==> src/rtl/p2s_pkg.sv <==
// Shared definitions for the parallel-to-serial scheduler: FSM state encoding
// and default sizing constants used by the top and the arbiter.
package p2s_pkg;

    localparam int unsigned P2S_NUM_REQ = 4;
    localparam int unsigned P2S_DATA_W  = 8;
    localparam int unsigned P2S_TIMEOUT = 64;

    typedef enum logic [1:0] {
        IDLE = 2'd0,
        LOAD = 2'd1,
        WAIT = 2'd2
    } p2s_state_e;

endpackage : p2s_pkg

==> src/rtl/p2s_scheduler_rr_arbiter.sv <==
// Round-robin arbiter: picks the first eligible requester searching upward
// from last_grant_i + 1, wrapping modulo NUM_REQ.
//   eligible_i   : per-requester eligibility (valid & mask)
//   last_grant_i : index of the previously granted requester
//   grant_o      : one-hot grant (combinational)
//   index_o      : binary index of the winner (combinational)
//   any_o        : at least one requester eligible (combinational)
module rr_arbiter
    import p2s_pkg::*;
#(
    parameter int unsigned NUM_REQ = P2S_NUM_REQ,
    parameter int unsigned IDX_W   = $clog2(NUM_REQ)
) (
    input  logic [NUM_REQ-1:0] eligible_i,
    input  logic [IDX_W-1:0]   last_grant_i,
    output logic [NUM_REQ-1:0] grant_o,
    output logic [IDX_W-1:0]   index_o,
    output logic               any_o
);

    logic [IDX_W-1:0] cand;
    logic             found;

    // Scan offsets 1..NUM_REQ so last_grant itself is checked last.
    always_comb begin
        grant_o = '0;
        index_o = '0;
        found   = 1'b0;
        cand    = '0;
        for (int unsigned off = 1; off <= NUM_REQ; off++) begin
            cand = IDX_W'((32'(last_grant_i) + off) % NUM_REQ);
            if (!found && eligible_i[cand]) begin
                found          = 1'b1;
                index_o        = cand;
                grant_o[cand]  = 1'b1;
            end
        end
        any_o = found;
    end

endmodule : rr_arbiter

==> src/rtl/p2s_scheduler.sv <==
// Scheduler sharing one serializer among NUM_REQ byte requesters.
// IDLE grants one eligible requester (round-robin), LOAD strobes the captured
// byte into the serializer, WAIT holds until ser_done or timeout.
//   clk, rst          : clock, synchronous active-high reset
//   req_valid/mask    : per-requester byte-available / arbitration enable
//   req_data          : per-requester byte
//   req_ready         : one-hot accept, combinational in IDLE
//   ser_load/data/src : load strobe, captured byte and owner index
//   ser_done          : serializer completion pulse
//   busy, timeout_err : LOAD/WAIT indicator, sticky timeout flag
module p2s_scheduler
    import p2s_pkg::*;
#(
    parameter int unsigned NUM_REQ = P2S_NUM_REQ,
    parameter int unsigned DATA_W  = P2S_DATA_W,
    parameter int unsigned TIMEOUT = P2S_TIMEOUT
) (
    input  logic                             clk,
    input  logic                             rst,
    input  logic [NUM_REQ-1:0]               req_valid,
    input  logic [NUM_REQ-1:0][DATA_W-1:0]   req_data,
    input  logic [NUM_REQ-1:0]               req_mask,
    output logic [NUM_REQ-1:0]               req_ready,
    output logic                             ser_load,
    output logic [DATA_W-1:0]                ser_data,
    output logic [$clog2(NUM_REQ)-1:0]       ser_src,
    input  logic                             ser_done,
    output logic                             busy,
    output logic                             timeout_err
);

    localparam int unsigned IDX_W = $clog2(NUM_REQ);
    localparam int unsigned CNT_W = $clog2(TIMEOUT + 1);

    p2s_state_e         state_q, state_d;
    logic [IDX_W-1:0]   last_q, last_d;
    logic [DATA_W-1:0]  data_q, data_d;
    logic [IDX_W-1:0]   src_q, src_d;
    logic [CNT_W-1:0]   cnt_q, cnt_d;
    logic               terr_q, terr_d;

    logic [NUM_REQ-1:0] arb_grant;
    logic [IDX_W-1:0]   arb_idx;
    logic               arb_any;

    rr_arbiter #(
        .NUM_REQ (NUM_REQ),
        .IDX_W   (IDX_W)
    ) u_arb (
        .eligible_i   (req_valid & req_mask),
        .last_grant_i (last_q),
        .grant_o      (arb_grant),
        .index_o      (arb_idx),
        .any_o        (arb_any)
    );

    // State and datapath registers.
    always_ff @(posedge clk) begin
        if (rst) begin
            state_q <= IDLE;
            last_q  <= IDX_W'(NUM_REQ - 1);
            data_q  <= '0;
            src_q   <= '0;
            cnt_q   <= '0;
            terr_q  <= 1'b0;
        end else begin
            state_q <= state_d;
            last_q  <= last_d;
            data_q  <= data_d;
            src_q   <= src_d;
            cnt_q   <= cnt_d;
            terr_q  <= terr_d;
        end
    end

    // Next-state and handshake logic.
    always_comb begin
        state_d   = state_q;
        last_d    = last_q;
        data_d    = data_q;
        src_d     = src_q;
        cnt_d     = cnt_q;
        terr_d    = terr_q;
        req_ready = '0;
        unique case (state_q)
            IDLE: begin
                // No accept while rst is high, so reset never completes a handshake.
                if (arb_any && !rst) begin
                    req_ready = arb_grant;
                    data_d    = req_data[arb_idx];
                    src_d     = arb_idx;
                    last_d    = arb_idx;
                    state_d   = LOAD;
                end
            end
            LOAD: begin
                cnt_d   = '0;
                state_d = WAIT;
            end
            WAIT: begin
                // ser_done wins over a coincident timeout expiry.
                if (ser_done) begin
                    state_d = IDLE;
                end else if (cnt_q == CNT_W'(TIMEOUT - 1)) begin
                    terr_d  = 1'b1;
                    state_d = IDLE;
                end else begin
                    cnt_d = cnt_q + CNT_W'(1);
                end
            end
            default: state_d = IDLE;
        endcase
    end

    assign ser_load    = (state_q == LOAD);
    assign busy        = (state_q != IDLE);
    assign ser_data    = data_q;
    assign ser_src     = src_q;
    assign timeout_err = terr_q;

endmodule : p2s_scheduler

==> config.mk <==
export PLATFORM = sky130hd
export DESIGN_NAME = p2s_scheduler
export DESIGN_NICKNAME = d
export VERILOG_FILES = /design/src/rtl/p2s_pkg.sv /design/src/rtl/p2s_scheduler_rr_arbiter.sv /design/src/rtl/p2s_scheduler.sv
export SDC_FILE = /design/constraint.sdc
export NUM_CORES = 1
export LEC_CHECK = 0
export CORE_MARGIN = 2
export CORE_UTILIZATION = 49
export CTS_CLUSTER_DIAMETER = 30
export CTS_CLUSTER_SIZE = 14
export DETAILED_ROUTE_END_ITERATION = 16
export PLACE_DENSITY = 0.91
export REMOVE_ABC_BUFFERS = 1
export SYNTH_ARGS = -nofsm -noshare
export SYNTH_HDL_FRONTEND = slang
export SYNTH_SLANG_ARGS = --single-unit
export TNS_END_PERCENT = 50
==> constraint.sdc <==
create_clock -name clk -period 5 [get_ports clk]
set_input_delay 1 -clock clk [delete_from_list [all_inputs] [get_ports clk]]
set_output_delay 1 -clock clk [all_outputs]
set_load 0.02 [all_outputs]
==> results.yml <==
worst_setup_path:
  path_delay_family: "simple AND/OR/NAND/NOR gates"
  crit_top_cell: "nand2_1"
  crit_arrival_ps: 3380
  path_max_fanout: 5
  worstPathRequired_ps: 4000
  rr_worst_depth: 8
  crit_path_end_kind: "output pin"
  worstSetupPathType: "in2out"
  critical-path-slowest-cell: "clkdlybuf4s50_1"
  cp_num_buf_inv: 2
  critPathMaxStageDelay_ps: 620
  path_cells: "clkdlybuf4s50_1 > and2_1 > or4_1 > nand3_1 > nand2_1 > nand2_1 > nand2_1 > a21oi_1 > clkdlybuf4s50_1"
  path_depth: 9
  startpoint_type: "input port"
cts:
  clk_pin_slew_worst_paths_ps: 140
  postCtsSetupRepairBufs: 0
  max-clock-path-buffers: 2
  clk_latency_ps: 330
  cts_tree: "built"
  cts_hold_buf: 0
  cts_buffers: 3
  cts-resized-gates: 0
  ctsHtreeMaxLevel: 1
  root_buffer: "clkbuf_4"
  clock-sinks: 22
route:
  wirelength_mm: 4.61
  first_pass_iters: 4
  initialDrtViolationCount: 75
  drc: 0
  drtAntennaViolNets: 0
  vias: 1818
  avgRoutedWirePerCell_um: 14.7
  viasPerCell: 5.79
global_routing:
  grt_pass1_wl_mm: 7.80
  grt_pass1_vias: 1780
  track_usage_pct: 23.8
  grt_max_degree: 20
  grt-ovfl-total: 0
  antenna_found_initial: 0
sta:
  fmax_ghz: 0.228
  drv_slew: 0
  fin_crit_ps: 4380
  tns_ps: 0
  slew_headroom_pct: 47.6
  timing.final.setup_violations: 0
  fin_crit_sh_pct: 87.6
  setup_slack_ps: 622
  fin_skew_ps: 6.25
  worst_pin_slew_ps: 784
  final_hold_viol_count: 0
  grt_setup_unrepaired: "no"
layout:
  areaGrowthSynthToFinish_pct: 37.3
  nNetsFinal: 324
  num-fill-cells: 251
  drive_gt1_share_pct: 5.22
  n_antenna_cell: 0
yosys:
  ys_warn_count: 0
  netlist_area_mm2: 0.00176
  synthFlopType: "dfxtp_1"
  synthDistinctLibCells: 42
  synth-seq-cells: 22
  synthCells: 211
  synth-edff-count: 0
  seq_area_frac_synth_pct: 25.1
  avgSynthCellArea_um2: 8.33
  synthArstFlopShare_pct: 0
power_and_ir_drop:
  p_leak_uw: 0.000988
  max-vdd-ir-drop_mv: 0.187
  powerDensity_mw_per_mm2: 356
place:
  routabilityCongestion: 0.807
  dp_hpwl_mm: 3.54
  post-place-ws_ps: 646
  io_buffers: 59
die:
  die_w_um: 63.9
  start_util_pct: 51.9
  fp.dieH_um: 63.9
  rows: 21
  pin_count: 60
  die_area_mm2: 0.00408
  core_area_mm2: 0.00339
min_path:
  worstHoldPathType: "reg2reg"
  min_path_cells: 2
run_status:
  outcome: "completed"
run:
  max_cap_violations: 0
[worst reg2reg max path, stage by stage (launching register included)]
cell and delay [ps]:
dfxtp_1 860, inv_6 110, ha_1 390, mux4_2 430, o221ai_2 320, or2_1 510, mux2_4 350, mux2_1 340
a221o_1 350
[state kept, by name, indices dropped and copies added, names as in the netlist]
signal and flops:
state_q 2, ser_data 8, cnt_q 7, timeout_err 1, ser_src 2, last_q 2
[metal layers]
metal | wire (µm) | track usage (%) | part of all wire, % | up-vias
li1 | - | - | - | 895
met1 | 2010 | 29.4 | 44 | 843
met2 | 2230 | 40.4 | 48 | 71
met3 | 277 | 5.63 | 6.0 | 9
met4 | 88 | 8.15 | 1.9 | 0
met5 | 0 | 0 | 0 | -
[path summary, 6_finish.rpt]
| kind | start | endpoint | slack, ps |
|---|---|---|---|
| max reg2reg | last_q[0] | ser_data[4] | 1250 |
| min reg2reg | cnt_q[6] | cnt_q[6] | 450 |
| max | req_valid[1] | req_ready[2] | 620 |
| min | cnt_q[6] | cnt_q[6] | 450 |
[cell families after synthesis]
family / synth area share (%)
and+or+nand+nor: 17.9
AOI/OAI and AO/OA: 22.1
muxes: 18.9
DFF: 25.1
buffers and inverters: 5.41
adders and majority gates: 8.54
xor gates and xnor gates: 1.99
[layout make-up]
cell class | count | area, µm² | share of cell area [%]
inverter | 12 | 50.0 | 2.07
clock inverter | 1 | 30.0 | 1.24
tap | 46 | 57.6 | 2.38
sequential | 22 | 440 | 18.2
multi-input combinational | 171 | 1220 | 50.6
timing repair buffer | 59 | 591 | 24.5
clock buffer | 3 | 22.5 | 0.933
[where the power goes]
part	total, µW	internal [µW]	switching, µW
Sequential	244	205	38.6
Combinational	471	229	242
Clock	144	81.2	62.6
[synthesized netlist by cell type (2+ instances only)]
| cell type | number | area (µm²) |
|---|---|---|
| nand2_1 | 28 | 105 |
| dfxtp_1 | 22 | 440 |
| nor2_1 | 18 | 67.6 |
| mux2i_1 | 16 | 160 |
| a21oi_1 | 15 | 75.1 |
| ha_1 | 12 | 150 |
| o22ai_1 | 12 | 75.1 |
| inv_1 | 11 | 41.3 |
| a221o_1 | 8 | 80.1 |
| mux2_1 | 8 | 90.1 |
| nand3_1 | 8 | 40.0 |
| nor3_1 | 5 | 25.0 |
| o21ai_0 | 5 | 25.0 |
| and2_1 | 4 | 25.0 |
| buf_6 | 3 | 33.8 |
| clkbuf_1 | 3 | 11.3 |
| mux4_2 | 3 | 67.6 |
| a211oi_1 | 2 | 15.0 |
| and3_1 | 2 | 12.5 |
| nand4_1 | 2 | 12.5 |
| xnor2_1 | 2 | 17.5 |
| xor2_1 | 2 | 17.5 |
[layout by cell type (no fill, tap or decap), types with 2 or more instances in the layout]
cell type,count
a211oi_1,2
a21oi_1,15
a221o_1,8
and2_1,4
and3_1,2
clkbuf_4,3
clkdlybuf4s50_1,59
dfxtp_1,22
ha_1,12
inv_1,11
mux2_1,8
mux2i_1,16
mux4_2,3
nand2_1,28
nand3_1,8
nand4_1,2
nor2_1,18
nor3_1,5
o21ai_0,5
o22ai_1,12
xnor2_1,2
xor2_1,2
[metrics by stage]
| step | power [µW] | cells | utilization [%] | hold slack, ps | area (µm²) |
|---|---|---|---|---|---|
| after detailed placement | 712 | 310 | 69.7 | 437 | 2360 |
| after global routing | 914 | 314 | 71.2 | 473 | 2410 |
| after CTS | 855 | 314 | 71.2 | 456 | 2410 |
| after floorplan | 549 | 205 | - | 413 | 1710 |
| final | 859 | 314 | 71.2 | 451 | 2410 |
| after global placement | 701 | 310 | 69.7 | 424 | 2360 |
Power figures use the tool's default switching activity.
